### config.mk
export PLATFORM = sky130hd
export DESIGN_NAME = mod_inverse_unit
export DESIGN_NICKNAME = d
export VERILOG_FILES = /design/src/rtl/mod_inverse_unit.sv
export SDC_FILE = /design/constraint.sdc
export NUM_CORES = 1
export LEC_CHECK = 0
export CAP_MARGIN = 20
export CORE_UTILIZATION = 60
export DETAILED_ROUTE_END_ITERATION = 8
export DONT_BUFFER_PORTS = 1
export GPL_TIMING_DRIVEN = 0
export PLACE_DENSITY_LB_ADDON = 0.1
export SLEW_MARGIN = 5
export SYNTH_ARGS = -nofsm -noshare
export SYNTH_HDL_FRONTEND = slang
export SYNTH_SLANG_ARGS = --single-unit
### constraint.sdc
create_clock -name clk -period 34.7 [get_ports clk]
set_clock_uncertainty 0.1 [all_clocks]
set_input_delay 3.47 -clock clk [delete_from_list [all_inputs] [get_ports clk]]
set_output_delay 3.47 -clock clk [all_outputs]
set_load 0.1 [all_outputs]
### src/rtl/mod_inverse_unit.sv
// Modular inverse a^(Q-2) mod Q by square-and-multiply with in-cycle Barrett reduction; one op in flight.
// Latency: 21 cycles from input handshake to out_valid (2 for a == 0 mod Q); out_valid/data held until out_ready.
module mod_inverse_unit #(
    parameter int Q   = 3329,
    parameter int K   = 12,
    parameter int MU  = 5039,
    parameter int E_W = 12
) (
    input  logic        clk,
    input  logic        rst,
    input  logic        in_valid,
    output logic        in_ready,
    input  logic [31:0] in_data,
    output logic        out_valid,
    input  logic        out_ready,
    output logic [31:0] out_data,
    output logic        out_zero
);

    localparam int IDX_W = $clog2(E_W);
    localparam logic [E_W-1:0] E = E_W'(Q - 2);

    typedef enum logic [2:0] {IDLE, LOAD, SQR, MUL, DONE} state_t;

    state_t           state;
    logic [K-1:0]     acc;
    logic [K-1:0]     base;
    logic [K-1:0]     res;
    logic [IDX_W-1:0] idx;
    logic [K-1:0]     in_red;
    logic [K-1:0]     prod_red;
    logic [2*K-1:0]   prod;
    logic             unused_hi;

    // x < 2^(2K) leaves r below 3Q after the quotient estimate, so two corrections suffice.
    function automatic logic [K-1:0] barrett(input logic [2*K-1:0] x);
        logic [63:0] q1;
        logic [63:0] q2;
        logic [63:0] r;
        q1 = 64'(x) >> (K - 1);
        q2 = (q1 * 64'(MU)) >> (K + 1);
        r  = 64'(x) - q2 * 64'(Q);
        if (r >= 64'(Q)) r = r - 64'(Q);
        if (r >= 64'(Q)) r = r - 64'(Q);
        return r[K-1:0];
    endfunction

    assign unused_hi = ^in_data[31:2*K];
    assign in_red    = barrett(in_data[2*K-1:0]);
    assign prod      = (2*K)'(acc) * (2*K)'((state == SQR) ? acc : base);
    assign prod_red  = barrett(prod);
    assign out_data  = 32'(res);

    always_ff @(posedge clk) begin
        if (rst) begin
            state     <= IDLE;
            in_ready  <= 1'b1;
            out_valid <= 1'b0;
            res       <= '0;
            out_zero  <= 1'b0;
            acc       <= '0;
            base      <= '0;
            idx       <= '0;
        end else begin
            case (state)
                IDLE: begin
                    if (in_valid && in_ready) begin
                        base     <= in_red;
                        in_ready <= 1'b0;
                        state    <= LOAD;
                    end
                end
                LOAD: begin
                    if (base == '0) begin
                        res      <= '0;
                        out_zero <= 1'b1;
                        state    <= DONE;
                    end else begin
                        acc      <= base;
                        idx      <= IDX_W'(E_W - 2);
                        out_zero <= 1'b0;
                        state    <= SQR;
                    end
                end
                SQR: begin
                    acc <= prod_red;
                    if (E[idx]) begin
                        state <= MUL;
                    end else if (idx == '0) begin
                        res       <= prod_red;
                        out_valid <= 1'b1;
                        state     <= DONE;
                    end else begin
                        idx <= idx - 1'b1;
                    end
                end
                MUL: begin
                    acc <= prod_red;
                    if (idx == '0) begin
                        res       <= prod_red;
                        out_valid <= 1'b1;
                        state     <= DONE;
                    end else begin
                        idx   <= idx - 1'b1;
                        state <= SQR;
                    end
                end
                DONE: begin
                    // The zero path arrives without out_valid and publishes one cycle later.
                    if (!out_valid) begin
                        out_valid <= 1'b1;
                    end else if (out_ready) begin
                        out_valid <= 1'b0;
                        in_ready  <= 1'b1;
                        state     <= IDLE;
                    end
                end
                default: state <= IDLE;
            endcase
        end
    end

endmodule

==> results of run 1 <==
worst max-delay path: cells and delay by family (launching register included):
| family | cells | cell delay, ns |
|---|---|---|
| muxes | 1 | 0.41 |
| adders and majority gates | 18 | 7.42 |
| AOI/OAI and AO/OA | 24 | 5.95 |
| DFF | 1 | 0.31 |
| xor gates and xnor gates | 3 | 1.57 |
| and+or+nand+nor | 15 | 3.93 |
| buffers and inverters | 13 | 2.19 |
layout make-up:
type | instances | area share [%]
flip-flops and latches | 47 | 4.25
plain buffers | 86 | 1.93
clock inverters | 1 | 0.0339
inverters | 523 | 8.86
multi-input cells | 1869 | 81.6
repair buffers | 4 | 0.124
well taps | 455 | 2.57
clock buffers | 7 | 0.689
kinds of logic after synthesis:
group                      share of synthesized area [%]
DFF                                                 4.41
and+or+nand+nor                                     14.0
muxes                                              0.827
adders and majority gates                           50.3
AOI/OAI and AO/OA                                   14.0
xor gates and xnor gates                            5.21
other                                             0.0176
buffers and inverters                               11.2
synth_stat cells (6+ instances only):
master,instances,area share (%)
ha_1,416,24
nand3_1,29,0.68
a31oi_1,18,0.53
a211o_1,7,0.29
dfxtp_1,47,4.4
o22ai_1,7,0.21
or2_2,7,0.21
a21boi_0,9,0.32
xor2_1,42,1.7
o21ai_0,69,1.6
buf_4,22,0.77
a31o_2,6,0.25
o21ai_1,11,0.26
or3_1,17,0.50
o21a_1,29,1.0
a21o_1,41,1.4
nor4_1,12,0.35
nor2_1,123,2.2
a211oi_1,22,0.77
inv_1,523,9.2
nor3b_1,9,0.32
a21oi_1,77,1.8
nor3_1,50,1.2
nand2b_1,19,0.56
o31ai_1,11,0.39
and2_1,62,1.8
xnor2_1,85,3.5
nand4_1,11,0.32
clkbuf_1,57,1.0
or4_1,6,0.21
and3_1,23,0.67
o31a_1,6,0.25
o21bai_1,16,0.56
nand2_1,180,3.2
o211ai_1,12,0.42
mux2_2,13,0.69
nor2b_1,10,0.29
fa_1,276,26
worst paths after layout:
path                  from      end  slack (ns)  cells after the start
setup reg to reg  state[2]   acc[7]       12.64                     74
setup / recovery  state[2]   acc[7]       12.64                     74
hold / removal     base[8]  base[8]        0.43                      2
hold reg to reg    base[8]  base[8]        0.43                      2
layer usage:
| layer | vias up | GRT usage (%) |
|---|---|---|
| met5 | - | 0 |
| met4 | 0 | 7.32 |
| met3 | 92 | 2.10 |
| met2 | 355 | 52.7 |
| li1 | 8309 | - |
| met1 | 8219 | 33.5 |
per-stage QoR:
step                hold WS, ns  worst slack (ns)
floorplan                 0.359             16.29
global placement          0.403             12.80
detailed placement        0.413             12.56
CTS                       0.421             12.48
global route              0.446             11.09
finish                    0.426             12.64
sequential cells by signal, summed over array words and instances (netlist names), named ones only:
| name | count |
|---|---|
| idx | 4 |
| in_ready | 1 |
| out_zero | 1 |
| out_valid | 1 |
| state | 3 |
| res | 12 |
| base | 12 |
| acc | 12 |
==> impl_metrics.toml, run 1 <==
[synth]
netlist_area_um2 = 21300
synth_cell_types = 95
synth_cells = 2506
synth-edff-count = 0
avgSynthCellArea_um2 = 8.51
yosys_warnings = 0
seq_area_frac_synth_pct = 4.41
ys.flop_type = "dfxtp_1"
async_flop_share_pct = 0
ys_seq_elements = 47

[sta]
slew_headroom_pct = 24.7
drv_slew = 0
fin_tns_setup_ns = 0
fin_crit_sh_pct = 63.6
finalHoldViolations = 0
min_period_ns = 22.06
fmax_mhz = 45.3
worst_pin_slew_ns = 1.12
setup_viol = 0
rsz0062_at_grt = "false"

[drt]
highest_layer = "met4"
vias_per_cell = 5.67
wl_per_cell_um = 16.1
dr_wl_met2_um = 24800
ant_nets = 0
wl_met3_um = 1660
drcViolationCount = 0
vias = 16975
dr.first_iter.drc_count = 777
wl_met1_um = 20400
wl_um = 48200
dr.pass1.iters = 6

[cells_and_area]
nets = 3264
drive_gt1_share_pct = 3.78
fill_cells = 3052
seqCellArea_um2 = 941
fin_util_pct = 63.7
final_cell_mix = "523 x inv_1, 416 x ha_1, 276 x fa_1"
antenna-diode-count = 0
syn_to_final_growth_pct = 3.88
mostFrequentLayoutCell = "inv_1"
stdcell_count = 2992
multi_input_area_um2 = 18100
final_area_um2 = 22200

[worst_setup_path]
required_ns = 34.75
cpPeakStageDelay_ns = 0.83
slowest_stage = "xor2_1"
crit_top_cell = "fa_1"
cp-start-kind = "flip-flop"
cp_max_fo = 10
worstSetupPathType = "flip-flop to flip-flop"
crit_path_end_kind = "flip-flop"
arrival_ns = 22.11

[placed_design]
dp.cells = 2983
gp_congestion = 0.926
dp_hpwl_um = 42100
placed_cell_area_um2 = 22000
numPortBuffers = 0

[die]
die_area_um2 = 36300
num_rows = 68
io_pins = 71
fp.dieW_um = 191
initial_core_util_pct = 61.3
dieHeight_um = 191
coreArea_um2 = 34800

[clock_network]
hold_buffers = 0
clkSlewWorstSetupHoldPaths_ns = 0.06
clk-insertion-delay-late_ns = 0.29
ctsResizeCount = 0
cts_tree = "yes"
clock_sinks = 47
cts.root.buffer_cell = "clkbuf_16"
cts_buffers = 5
cts_buffer_depth = 2
htree_levels = 2
cts_setup_buffers = 0

[global_routing]
grt_pass1_vias = 17696
grt_pass1_wl_um = 82600
overflow = 0
antenna_found_initial = 0
grt_max_degree = 15
gr-usage-all-layers_pct = 27.8

[run]
maxCapViolations = 0

[outcome]
status = "finished clean"

[hold_path]
hp-class = "flip-flop to flip-flop"
Power of run 1 is not shown: default switching activity piles up to over one toggle a cycle in this logic, so the estimate is an artifact.
==> inputs of run 2 (changes only) <==
--- a/config.mk
+++ b/config.mk
@@ -5,6 +5,7 @@
 export SDC_FILE = /design/constraint.sdc
 export NUM_CORES = 1
 export LEC_CHECK = 0
+export ABC_AREA = 1
 export CAP_MARGIN = 20
 export CORE_UTILIZATION = 60
 export DETAILED_ROUTE_END_ITERATION = 8
==> constraint.sdc (replaced) <==
create_clock -name clk -period 20.9 [get_ports clk]
set_clock_uncertainty 0.1 [all_clocks]
set_input_delay 2.09 -clock clk [delete_from_list [all_inputs] [get_ports clk]]
set_output_delay 2.09 -clock clk [all_outputs]
set_load 0.1 [all_outputs]
==> run 2 against run 1 <==
  * Sequential cell count did not move
  * Global-route usage is 2.9 points higher
  * Critical path depth is 9 higher
  * Count of clock-buffer cells in the layout fell by 1
==> impl_metrics.toml, run 2 <==
[cells_and_area]
mostFrequentLayoutCell = "inv_1"
stdcell_count = 3831
top_regs = "acc (12), base (12), res (12)"
antenna-diode-count = 0
syn_to_final_growth_pct = 3.95
nets = 4047
final_cell_mix = "774 x inv_1, 722 x nand2_1, 416 x ha_1"
drive_gt1_share_pct = 4.31

[synth]
synth_cell_types = 59
synth_area_leader_cell = "fa_1"
synth_common_cells = "774 x inv_1, 722 x nand2_1, 416 x ha_1"
yosys.area.top_type_share_pct = 23.7
yosys-top-cells-area = "fa_1 24%, ha_1 22%, inv_1 12%"
netlist_area_um2 = 23400
seq_area_frac_synth_pct = 4.03
synth_cells = 3290
yosysMostFrequentCell = "inv_1"
avgSynthCellArea_um2 = 7.10
ys_seq_elements = 47
ys.flop_type = "dfxtp_1"
synth-edff-count = 0
async_flop_share_pct = 0
yosys_warnings = 0

[die]
io_pins = 71
dieHeight_um = 199
initial_core_util_pct = 61.4
die_area_um2 = 39700
num_rows = 71
fp.dieW_um = 199
coreArea_um2 = 38000

[drt]
ant_nets = 0
dr.pass1.iters = 7
dr.first_iter.drc_count = 1099
drcViolationCount = 0
vias_per_cell = 5.38
wl_um = 59000
wl_per_cell_um = 15.4
vias = 20627

[global_routing]
overflow = 0
grt_max_degree = 15
grt_pass1_vias = 20473
grt_pass1_wl_um = 98100
antenna_found_initial = 0
gr-usage-all-layers_pct = 30.7

[worst_setup_path]
worstReg2RegStart = "state[2]"
cp_max_fo = 10
required_ns = 21.01
crit_buf_inv = 18
cpPeakStageDelay_ns = 0.62
worstSetupPathType = "flip-flop to flip-flop"
crit_path_start = "state[2]"
arrival_ns = 19.55
slowest_stage = "o21ai_1"
crit_path_end_kind = "flip-flop"
path_delay_family = "adder cells"
cp-start-kind = "flip-flop"

[sta]
fin_crit_sh_pct = 93.0
drv_slew = 0
worst_pin_slew_ns = 1.18
finalHoldViolations = 0
hold_ws_ns = 0.373
setup_viol = 0
rsz0062_at_grt = "false"
fin_tns_setup_ns = 0
min_period_ns = 19.44
slew_headroom_pct = 20.9
fmax_mhz = 51.4

[clock_network]
cts_tree = "yes"
cts_setup_buffers = 0
cts_buffer_depth = 2
cts_buffers = 5
htree_levels = 2
clk-insertion-delay-late_ns = 0.28
clock_sinks = 47
cts.root.buffer_cell = "clkbuf_16"
clkSlewWorstSetupHoldPaths_ns = 0.06

[placed_design]
gp_congestion = 0.979
dp_hpwl_um = 52100
dp.cells = 3822
numPortBuffers = 0

[hold_path]
hold_start = "idx[0]"
hp-class = "flip-flop to flip-flop"

[outcome]
status = "finished clean"

[run]
maxCapViolations = 0
[run 2: routing by layer]
| metal | track usage [%] | vias up | share of wire [%] |
|---|---|---|---|
| li1 | - | 10214 | - |
| met1 | 39.4 | 9813 | 43 |
| met2 | 55.8 | 496 | 50 |
| met3 | 1.96 | 104 | 3.9 |
| met4 | 7.49 | 0 | 2.5 |
| met5 | 0 | - | 0 |
[run 2: worst reg2reg max path, delay by kind of cell, from the launching register on]
family / cells / cell delay (ns)
flops: 1 / 0.35
fa+ha+maj: 19 / 8.28
buf+inv: 18 / 2.37
simple gates: 29 / 3.85
compound gates: 14 / 3.12
xor+xnor: 3 / 1.29
[run 2: stage by stage]
stage / worst slack, ns / util (%) / instance area, µm²
2_1_floorplan: 4.78 / - / 23400
3_3_place_gp: 1.80 / 63.3 / 24100
3_5_place_dp: 1.59 / 63.3 / 24100
4_1_cts: 1.53 / 63.8 / 24300
5_1_grt: 0.125 / 63.9 / 24300
6_report: 1.46 / 63.9 / 24300
[run 2: final timing paths]
path                            slack (ns)  cells past startpoint      to
worst min register to register        0.37                      1  idx[0]
worst min-delay path                  0.37                      1  idx[0]
worst max register to register        1.46                     83  acc[6]
worst max-delay path                  1.46                     83  acc[6]
[run 2: repair_timing]
item,CTS,global route
gates resized for setup,0,1
hold buffers,0,0
endpoints found under the setup margin,0,1
[run 2: cell families (layout without fill, tap and decap cells)]
| group | count (synthesis) | after routing | synth area share (%) |
|---|---|---|---|
| other cells | 1 | 20 | 0.0161 |
| fa+ha+maj | 692 | 692 | 45.9 |
| flops | 47 | 47 | 4.03 |
| buf+inv | 851 | 862 | 14.4 |
| compound gates | 302 | 302 | 7.29 |
| simple gates | 1289 | 1289 | 24.2 |
| xor+xnor | 108 | 108 | 4.13 |
[run 2: cell type report]
class                           count  area [µm²]
Timing Repair Buffer                3        22.5
Multi-Input combinational cell   2411       19100
Tap cell                          511         639
Inverter                          796        2990
Clock inverter                      2        60.1
Buffer                             55         372
Fill cell                        3568       13700
Sequential cell                    47         941
Clock buffer                        6         129
Power of run 2 is left out for the same reason.
